--- src/rtl/ps2_key_frontend.sv ---
// ps2_key_frontend: PS/2 keyboard line deserialiser producing the ps2_key event word
// Ports:
//   clk_sys   - system clock, sole clock domain
//   reset     - synchronous active-high reset
//   ps2_clk   - raw PS/2 clock (async, idle high)
//   ps2_data  - raw PS/2 data (async)
//   ps2_key   - {toggle, pressed, extended, code[7:0]}; toggle flips on each key event
//   frame_err - one-cycle pulse when a frame is discarded
//   busy      - high while a frame is being received
module ps2_key_frontend #(
    parameter int TIMEOUT_CYCLES = 8000,
    parameter int FILTER_CYCLES  = 4
) (
    input  logic        clk_sys,
    input  logic        reset,
    input  logic        ps2_clk,
    input  logic        ps2_data,
    output logic [10:0] ps2_key,
    output logic        frame_err,
    output logic        busy
);
    localparam int TW = $clog2(TIMEOUT_CYCLES + 1);
    localparam int FW = $clog2(FILTER_CYCLES + 1);
    typedef enum logic [1:0] {IDLE, DATA, PARITY, STOP} state_t;
    state_t        state;
    logic [1:0]    clk_sync;
    logic [1:0]    dat_sync;
    logic          filt_level;
    logic [FW-1:0] filt_cnt;
    logic [TW-1:0] tcnt;
    logic [2:0]    bit_cnt;
    logic [7:0]    shreg;
    logic          parity;
    logic          ext;
    logic          brk;
    logic          dat;
    logic          fall;
    logic          timeout;
    assign dat = dat_sync[1];
    // filt_cnt holds how many differing samples precede the current one, so the
    // FILTER_CYCLES-th differing sample is the one that flips the level
    assign fall = filt_level && !clk_sync[1] && filt_cnt == FW'(FILTER_CYCLES - 1);
    // a fall on the same cycle wins over an expiring timeout
    assign timeout = state != IDLE && !fall && tcnt == TW'(TIMEOUT_CYCLES - 1);
    always_ff @(posedge clk_sys) begin
        if (reset) begin
            clk_sync   <= 2'b11;
            dat_sync   <= 2'b11;
            filt_level <= 1'b1;
            filt_cnt   <= '0;
            tcnt       <= '0;
        end else begin
            clk_sync <= {clk_sync[0], ps2_clk};
            dat_sync <= {dat_sync[0], ps2_data};
            if (clk_sync[1] == filt_level)
                filt_cnt <= '0;
            else if (filt_cnt == FW'(FILTER_CYCLES - 1)) begin
                filt_level <= clk_sync[1];
                filt_cnt   <= '0;
            end else
                filt_cnt <= filt_cnt + 1'b1;
            if (fall)
                tcnt <= '0;
            else if (state != IDLE && tcnt != TW'(TIMEOUT_CYCLES))
                tcnt <= tcnt + 1'b1;
        end
    end
    always_ff @(posedge clk_sys) begin
        frame_err <= 1'b0;
        if (reset) begin
            state   <= IDLE;
            busy    <= 1'b0;
            bit_cnt <= '0;
            shreg   <= '0;
            parity  <= 1'b0;
            ext     <= 1'b0;
            brk     <= 1'b0;
            ps2_key <= '0;
        end else if (timeout) begin
            frame_err <= 1'b1;
            state     <= IDLE;
            busy      <= 1'b0;
            ext       <= 1'b0;
            brk       <= 1'b0;
        end else if (fall) begin
            case (state)
                IDLE: begin
                    if (!dat) begin
                        state   <= DATA;
                        busy    <= 1'b1;
                        bit_cnt <= '0;
                    end else begin
                        frame_err <= 1'b1;
                        ext       <= 1'b0;
                        brk       <= 1'b0;
                    end
                end
                DATA: begin
                    shreg   <= {dat, shreg[7:1]};
                    bit_cnt <= bit_cnt + 3'd1;
                    if (bit_cnt == 3'd7)
                        state <= PARITY;
                end
                PARITY: begin
                    parity <= dat;
                    state  <= STOP;
                end
                default: begin
                    state <= IDLE;
                    busy  <= 1'b0;
                    if (dat && (^shreg ^ parity)) begin
                        if (shreg == 8'hE0)
                            ext <= 1'b1;
                        else if (shreg == 8'hF0)
                            brk <= 1'b1;
                        else begin
                            ps2_key <= {~ps2_key[10], ~brk, ext, shreg};
                            ext     <= 1'b0;
                            brk     <= 1'b0;
                        end
                    end else begin
                        frame_err <= 1'b1;
                        ext       <= 1'b0;
                        brk       <= 1'b0;
                    end
                end
            endcase
        end
    end
endmodule

--- config.mk ---
export PLATFORM = sky130hd
export DESIGN_NAME = ps2_key_frontend
export DESIGN_NICKNAME = d
export VERILOG_FILES = /design/src/rtl/ps2_key_frontend.sv
export SDC_FILE = /design/constraint.sdc
export NUM_CORES = 1
export LEC_CHECK = 0
export ABC_CLOCK_PERIOD_IN_PS = 2380
export CORE_MARGIN = 2
export CORE_UTILIZATION = 50
export DETAILED_ROUTE_END_ITERATION = 7
export PLACE_DENSITY = 0.7
export SETUP_SLACK_MARGIN = 0.1
export SLEW_MARGIN = 20
export SYNTH_ARGS = -nofsm -noshare
export SYNTH_HDL_FRONTEND = slang
export SYNTH_SLANG_ARGS = --single-unit
export TNS_END_PERCENT = 100
--- constraint.sdc ---
create_clock -name clk_sys -period 2.38 [get_ports clk_sys]
set_input_delay 0.476 -clock clk_sys [delete_from_list [all_inputs] [get_ports clk_sys]]
set_output_delay 0.476 -clock clk_sys [all_outputs]
set_load 0.02 [all_outputs]
==> impl_metrics.yaml, run 1 <==
grt:
  grt_max_degree: 33
  antenna_found_initial: 0
  grt_pass1_wl_mm: 6.98
  grt_overflow: 0
  grt_usage: 0.171
  grt_pass1_vias: 1587
floorplanning:
  die_y_um: 71.7
  core-area_sq_um: 4380
  start_util: 0.523
  rows: 24
  fp.dieArea_sq_um: 5140
  io_pins: 17
  die_w_um: 71.7
power_and_ir_drop:
  power.leakage_nw: 1.03
  ir_worst_vdd_mv: 0.406
  power.density_nw_per_um2: 537
timing:
  finalClockSkew_ps: 12.0
  rsz0062_at_grt: "no"
  fmax_mhz: 490
  finalCriticalPeriod_ps: 2040
  worst_slew_pin_slew_ps: 465
  setup_viol: 0
  final_max_slew_viol_count: 0
  setup_tns_ps: 0
  finalCritPeriodShare: 0.858
  finalHoldViolations: 0
  maxSlewHeadroom: 0.690
  whs_ps: 412
detailed_routing:
  drt_iter0_drc: 97
  route.detailed.wl_per_inst_um: 12.1
  viasPerCell: 5.22
  first_pass_iters: 4
  finalWirelength_mm: 3.90
  drc_errors: 0
  antenna_left: 0
  num_vias: 1682
finish:
  drive_gt1_frac: 0.0889
  diodes: 0
  fin_nets: 290
  final_util: 0.589
  area_growth_pct: 12.7
  final.fill_count: 398
synth:
  syn_avg_cell_area_sq_um: 8.99
  synth_nets: 276
  ys_ff_latch: 50
  yosysUniqueCellTypes: 43
  synthTopCellsByArea: "dfxtp_1, ha_1, nor2_1"
  yosysWarnings: 0
  synth.largest_area_cell: "dfxtp_1"
  syn-instance-count: 255
  synth.most_common_cell: "dfxtp_1"
  synth_edf_count: 0
  synth_ff_type: "dfxtp_1"
  ys_seq_area_frac: 0.437
  synthTopCellsByCount: "dfxtp_1, nor2_1, nand2_1, a21oi_1, ha_1"
  yosysTopAreaCellShare: 0.437
  synthArstFlopShare: 0
  syn_area_sq_um: 2290
critical_path:
  end_kind: "flop"
  path_class: "reg -> reg"
  critPathRequiredTime_ps: 2560
  cp-start-kind: "flop"
  arrival_ps: 2220
  cp_max_fo: 9
clock_network:
  clock-sinks: 50
  clkLatencyLatePin_ps: 310
  cts_tree: "built"
  cts-buffers-inserted: 5
  post_cts_buffers: 0
  cts_buffer_depth: 2
  cts-root-buf: "clkbuf_8"
  cts-htree-levels: 2
  clkTransAtPathRegs_ps: 80
place:
  port_buffers: 16
  place_congestion: 0.792
  hpwl_mm: 2.73
worst_hold_path:
  hp-class: "reg -> reg"
run:
  max_cap_viol_count: 0
status:
  status: "finished clean"
## what timing repair did
action / CTS / global route
hold buffers: 0 / 0
setup endpoints to repair: 0 / 1
gates resized for setup: 0 / 1
## critical path: stages, from the launching register on
cell and delay (ps):
dfxtp_1 400, inv_1 100, ha_1 340, nor2b_2 220, nand4_1 250, nor3_1 270, a21o_1 270, a211oi_1 60
## metrics by stage
step | cells | setup slack [ps] | instance area (sq um) | power [mW]
after floorplan | 255 | 588 | 2290 | 0.879
after global placement | 314 | 285 | 2480 | 0.888
after detailed placement | 314 | 209 | 2480 | 0.888
after CTS | 322 | 198 | 2570 | 1.40
after global routing | 322 | 155 | 2580 | 1.44
final | 322 | 338 | 2580 | 1.39
## cell usage in the layout, fill, tap and decap left out, drive strengths merged, types with 3 or more instances in the layout
cell type and count:
dfxtp 50, nor2 38, nand2 21, a21oi 17
ha 17, inv 16, clkdlybuf4s50 16, nand3 12
mux2i 11, xor2 8, o21ai 6, clkbuf 6
nor4 5, nor3 5, xnor2 5, or2 5
and2 4, and4 3
## layer usage
metal	wire length, um	vias to the layer above	track usage
met4	73	0	0.0755
met2	1750	22	0.264
li1	-	879	-
met5	0	-	0
met1	1930	775	0.221
met3	141	6	0.0506
## path summary, 6_finish.rpt
kind,from,end,slack [ps],cells past startpoint
max,state[0]$_SDFFE_PP0P_,state[0]$_SDFFE_PP0P_,340,7
min,dat_sync[0]$_SDFF_PP1_,dat_sync[1]$_SDFF_PP1_,410,1
max reg2reg,state[0]$_SDFFE_PP0P_,state[0]$_SDFFE_PP0P_,340,7
min reg2reg,dat_sync[0]$_SDFF_PP1_,dat_sync[1]$_SDFF_PP1_,410,1
## sequential cells by signal, summed over array words and instances (netlist names)
signal,flops
clk_sync,2
brk,1
filt_cnt,3
ext,1
filt_level,1
state,2
busy,1
tcnt,13
parity,1
dat_sync,2
frame_err,1
bit_cnt,3
shreg,8
ps2_key,11
## cell type report
cell class / count / area [sq um] / share of cell area
inverter: 16 / 60.1 / 0.0233
clock inverter: 2 / 12.5 / 0.00484
timing repair buffer: 18 / 175 / 0.0678
sequential: 50 / 1000 / 0.388
tap: 52 / 65.1 / 0.0252
multi-input combinational: 178 / 1190 / 0.459
clock buffer: 6 / 82.6 / 0.0320
## cells by family (layout without fill, tap and decap cells)
logic type | Yosys count | in the layout | synth area share
simple gates | 102 | 102 | 0.216
flops | 50 | 50 | 0.437
fa+ha+maj | 17 | 17 | 0.0928
buf+inv | 27 | 42 | 0.0491
mux | 11 | 11 | 0.0480
compound gates | 34 | 34 | 0.0912
xor+xnor | 14 | 14 | 0.0666
## power breakdown
part           leakage (nW)  internal (mW)  switching [mW]
clock                0.0472          0.234           0.285
sequential            0.404          0.839         0.00252
combinational         0.576         0.0100          0.0158
total                  1.03           1.08           0.304
(Power assumes the default switching activity.)
==> run 2, diff against run 1 <==
Settings changed: ABC_CLOCK_PERIOD_IN_PS 2380 to 1900.
Clock period 2.38 ns to 1.9 ns, I/O delays scaled along.
==> impl_metrics.yaml, run 2 (synthesized netlist as in run 1, its figures left out) <==
status:
  status: "finished clean"
timing:
  whs_ps: 415
  finalHoldViolations: 0
  worst_slew_pin_slew_ps: 434
  setup_tns_ps: 0
  finalCritPeriodShare: 0.980
  final_max_slew_viol_count: 0
  setup_viol: 0
  final.setup.worst_slack_ps: 37.7
  finalCriticalPeriod_ps: 1860
  rsz0062_at_grt: "yes"
  maxSlewHeadroom: 0.710
  finalClockSkew_ps: 16.0
  fmax_mhz: 537
detailed_routing:
  drc_errors: 0
  viasPerCell: 5.20
  antenna_left: 0
  finalWirelength_mm: 4.39
  num_vias: 1784
  drt_iter0_drc: 148
  first_pass_iters: 4
  route.detailed.wl_per_inst_um: 12.8
critical_path:
  crit_path_cell_trace: "ha_4 -> xnor3_2 -> xnor2_4 -> nand3_4 -> buf_12 -> mux2i_2 -> nor2_1"
  end_kind: "flop"
  crit_slowest_cell: "xnor3_2"
  path_class: "reg -> reg"
  cpPeakStageDelay_ps: 370
  cp-start-kind: "flop"
  cp_top_family: "XOR/XNOR gates"
  path_buf_inv: 1
  cp_max_fo: 5
  critPathRequiredTime_ps: 2110
  arrival_ps: 2070
finish:
  mostFrequentLayoutCells: "dfxtp_1, nor2_1, nand2_1, buf_4"
  postLayoutCellArea_sq_um: 2890
  diodes: 0
  instances_no_fill: 343
  largest_reg_flops: 13
  drive_gt1_frac: 0.210
  fin_nets: 311
  area_growth_pct: 26.3
  final_common_cell: "dfxtp_1"
  top_regs: "tcnt x13, ps2_key x11, shreg x8"
  final.fill_count: 348
  top_register: "tcnt"
floorplanning:
  core-area_sq_um: 4380
  fp.dieArea_sq_um: 5140
  die_y_um: 71.7
  die_w_um: 71.7
  start_util: 0.523
  io_pins: 17
  rows: 24
run:
  max_cap_viol_count: 0
place:
  placed_area_sq_um: 2630
  place_congestion: 0.758
  pre_cts_ws_ps: 6.54
  port_buffers: 16
  dp.cells: 330
  hpwl_mm: 2.98
power_and_ir_drop:
  power.density_nw_per_um2: 682
  ir_worst_vdd_mv: 0.613
  power.leakage_nw: 1.17
clock_network:
  cts-buffers-inserted: 5
  cts-htree-levels: 2
  clock-sinks: 50
  cts_tree: "built"
  hold_buffers: 0
  cts-root-buf: "clkbuf_8"
  clkTransAtPathRegs_ps: 100
  cts_buffer_depth: 2
  clkLatencyLatePin_ps: 310
grt:
  antenna_found_initial: 0
  grt_usage: 0.188
  grt_max_degree: 20
  grt_overflow: 0
  grt_pass1_vias: 1674
  grt_pass1_wl_mm: 7.56
worst_hold_path:
  hp-class: "reg -> reg"
## run 2: power breakdown
part	switching (mW)	internal (mW)
Clock	0.358	0.527
Sequential	0.00360	1.05
Combinational	0.0207	0.0140
Total	0.382	1.59
## run 2: routing by layer
metal / track usage / wire (um)
met1: 0.254 / 2080
met2: 0.286 / 2020
met3: 0.0422 / 209
met4: 0.0860 / 72
met5: 0 / 0
## run 2: final timing paths
path | from | endpoint | slack (ps) | cells after the start
worst min register to register | clk_sync[0]$_SDFF_PP1_ | clk_sync[1]$_SDFF_PP1_ | 420 | 1
worst max register to register | shreg[7]$_SDFFE_PP0P_ | ps2_key[4]$_SDFFE_PP0P_ | 40 | 7
worst max-delay path | shreg[7]$_SDFFE_PP0P_ | ps2_key[4]$_SDFFE_PP0P_ | 40 | 7
worst min-delay path | clk_sync[0]$_SDFF_PP1_ | clk_sync[1]$_SDFF_PP1_ | 420 | 1
## run 2: cell type report
| cell class | instances | area [sq um] | share of cell area |
|---|---|---|---|
| multi-input cells | 178 | 1240 | 0.429 |
| flip-flops and latches | 50 | 1010 | 0.349 |
| repair buffers | 39 | 378 | 0.131 |
| clock buffers | 5 | 68.8 | 0.0238 |
| clock inverters | 3 | 68.8 | 0.0238 |
| well taps | 52 | 65.1 | 0.0225 |
| inverters | 16 | 60.1 | 0.0208 |
## run 2: timing repair
item                                    in CTS  in global routing
hold endpoints to repair                     0                  0
endpoints found under the setup margin      12                 21
cloned                                       1                  0
gates resized for setup                      9                 14
buffers inserted                             1                  3
pin swaps                                    2                 11
## run 2: through the flow
stage / power, mW / util
global route: 2.05 / 0.660
detailed placement: 1.11 / 0.599
global placement: 1.11 / 0.599
floorplan: 1.10 / -
finish: 1.97 / 0.660
CTS: 1.99 / 0.646
==> run 3, diff against run 2 <==
Settings changed: ABC_CLOCK_PERIOD_IN_PS 1900 to 1800, CTS_CLUSTER_DIAMETER set to 100.
Clock period 1.9 ns to 1.8 ns, I/O delays scaled along.
==> impl_metrics.yaml, run 3 (synthesized netlist as in run 1, its figures left out) <==
status:
  status: "finished with violations"
  violations: "negative setup slack"
place:
  placed_area_sq_um: 2670
  port_buffers: 16
  place_congestion: 0.814
  dp.cells: 335
  hpwl_mm: 3.03
floorplanning:
  core-area_sq_um: 4380
  die_y_um: 71.7
  io_pins: 17
  die_w_um: 71.7
  start_util: 0.523
  fp.dieArea_sq_um: 5140
  rows: 24
timing:
  whs_ps: 411
  finalHoldViolations: 0
  finalClockSkew_ps: 15.3
  final_max_slew_viol_count: 0
  rsz0062_at_grt: "yes"
  fmax_mhz: 547
  final.setup.worst_slack_ps: -26.5
  maxSlewHeadroom: 0.685
  setup_viol: 9
  worst_slew_pin_slew_ps: 469
  finalCritPeriodShare: 1.01
  finalCriticalPeriod_ps: 1830
finish:
  largest_reg_flops: 13
  fin_nets: 314
  diodes: 0
  final.fill_count: 380
  mostFrequentLayoutCells: "dfxtp_1, nor2_1, buf_4, nand2_1, a21oi_1"
  instances_no_fill: 345
  postLayoutCellArea_sq_um: 2890
  top_regs: "tcnt x13, ps2_key x11, shreg x8"
  final_util: 0.659
  top_register: "tcnt"
  area_growth_pct: 26.1
  final_common_cell: "dfxtp_1"
  drive_gt1_frac: 0.232
grt:
  met3_usage: 0.0520
  grt_pass1_vias: 1718
  grt_busiest_layer: "met2"
  use_met2: 0.297
  grt_pass1_wl_mm: 7.56
  use_met1: 0.240
  grt_usage: 0.185
  grt_max_degree: 33
  grt_overflow: 0
  antenna_found_initial: 0
power_and_ir_drop:
  ir_worst_vdd_mv: 0.461
  p_total_mw: 1.78
  power.density_nw_per_um2: 615
  power.leakage_nw: 1.17
detailed_routing:
  num_vias: 1858
  drt_iter0_drc: 96
  first_pass_iters: 4
  antenna_left: 0
  viasPerCell: 5.39
  finalWirelength_mm: 4.50
  route.detailed.wl_per_inst_um: 13.1
  drc_errors: 0
critical_path:
  cpPeakStageDelay_ps: 410
  cp_max_fo: 4
  critPathRequiredTime_ps: 2000
  path_buf_inv: 1
  cp_top_family: "XOR/XNOR gates"
  end_kind: "flop"
  cp-start-kind: "flop"
  arrival_ps: 2030
  crit_path_cell_trace: "ha_4 -> xnor3_2 -> xnor2_4 -> nand3_4 -> buf_4 -> mux2i_1 -> nor2_1"
  path_class: "reg -> reg"
  crit_slowest_cell: "xnor3_2"
clock_network:
  cts_buffer_depth: 2
  clkTransAtPathRegs_ps: 80
  clock-sinks: 50
  clkLatencyLatePin_ps: 310
  cts-root-buf: "clkbuf_8"
  cts-htree-levels: 2
  cts-buffers-inserted: 5
  cts_tree: "built"
  hold_buffers: 0
worst_hold_path:
  hp-class: "reg -> reg"
run:
  max_cap_viol_count: 0
-- run 3: changes by cell type in the layout (fill, tap and decap cells not counted), sizes merged --
cell           previous run  this run
buf                      23        26
bufinv                    2         0
clkbuf                    5         7
clkdlybuf4s50            16        15
clkinv                    1         0
dlymetal6s2s              0         1
-- run 3: per-layer routing --
metal | up-vias | wire [um]
met4 | 0 | 60
met2 | 33 | 2130
li1 | 930 | -
met3 | 6 | 147
met5 | - | 0
met1 | 889 | 2170
-- run 3: what timing repair did --
action / in CTS / in global routing
resized for setup: 6 / 24
hold endpoints to repair: 0 / 0
setup endpoints to repair: 21 / 33
cloned: 0 / 0
setup buffers: 1 / 2
pin swaps: 5 / 12
-- run 3: path summary, 6_finish.rpt --
| path | start | endpoint | slack [ps] | cells after the start |
|---|---|---|---|---|
| worst min-delay path | clk_sync[0]$_SDFF_PP1_ | clk_sync[1]$_SDFF_PP1_ | 410 | 1 |
| worst min register to register | clk_sync[0]$_SDFF_PP1_ | clk_sync[1]$_SDFF_PP1_ | 410 | 1 |
| worst max register to register | shreg[7]$_SDFFE_PP0P_ | ps2_key[7]$_SDFFE_PP0P_ | -30 | 7 |
| worst max-delay path | shreg[7]$_SDFFE_PP0P_ | ps2_key[7]$_SDFFE_PP0P_ | -30 | 7 |
-- run 3: final cells by class --
type / instances / area [sq um] / area share
sequential: 50 / 1010 / 0.349
inverter: 16 / 60.1 / 0.0208
clock buffer: 7 / 76.3 / 0.0264
timing repair buffer: 42 / 382 / 0.132
tap: 52 / 65.1 / 0.0225
multi-input combinational: 178 / 1300 / 0.449
-- run 3: where the power goes --
| part | switching (mW) | internal, mW | total (mW) |
|---|---|---|---|
| clock | 0.355 | 0.269 | 0.623 |
| sequential | 0.00394 | 1.11 | 1.11 |
| combinational | 0.0232 | 0.0165 | 0.0397 |
-- run 3: per-stage QoR --
stage | setup slack [ps] | setup TNS [ps]
CTS | -20.7 | -80.7
global placement | 34.3 | 0
floorplan | 63.7 | 0
detailed placement | -18.8 | -38.5
global route | -92.9 | -716
finish | -26.5 | -131
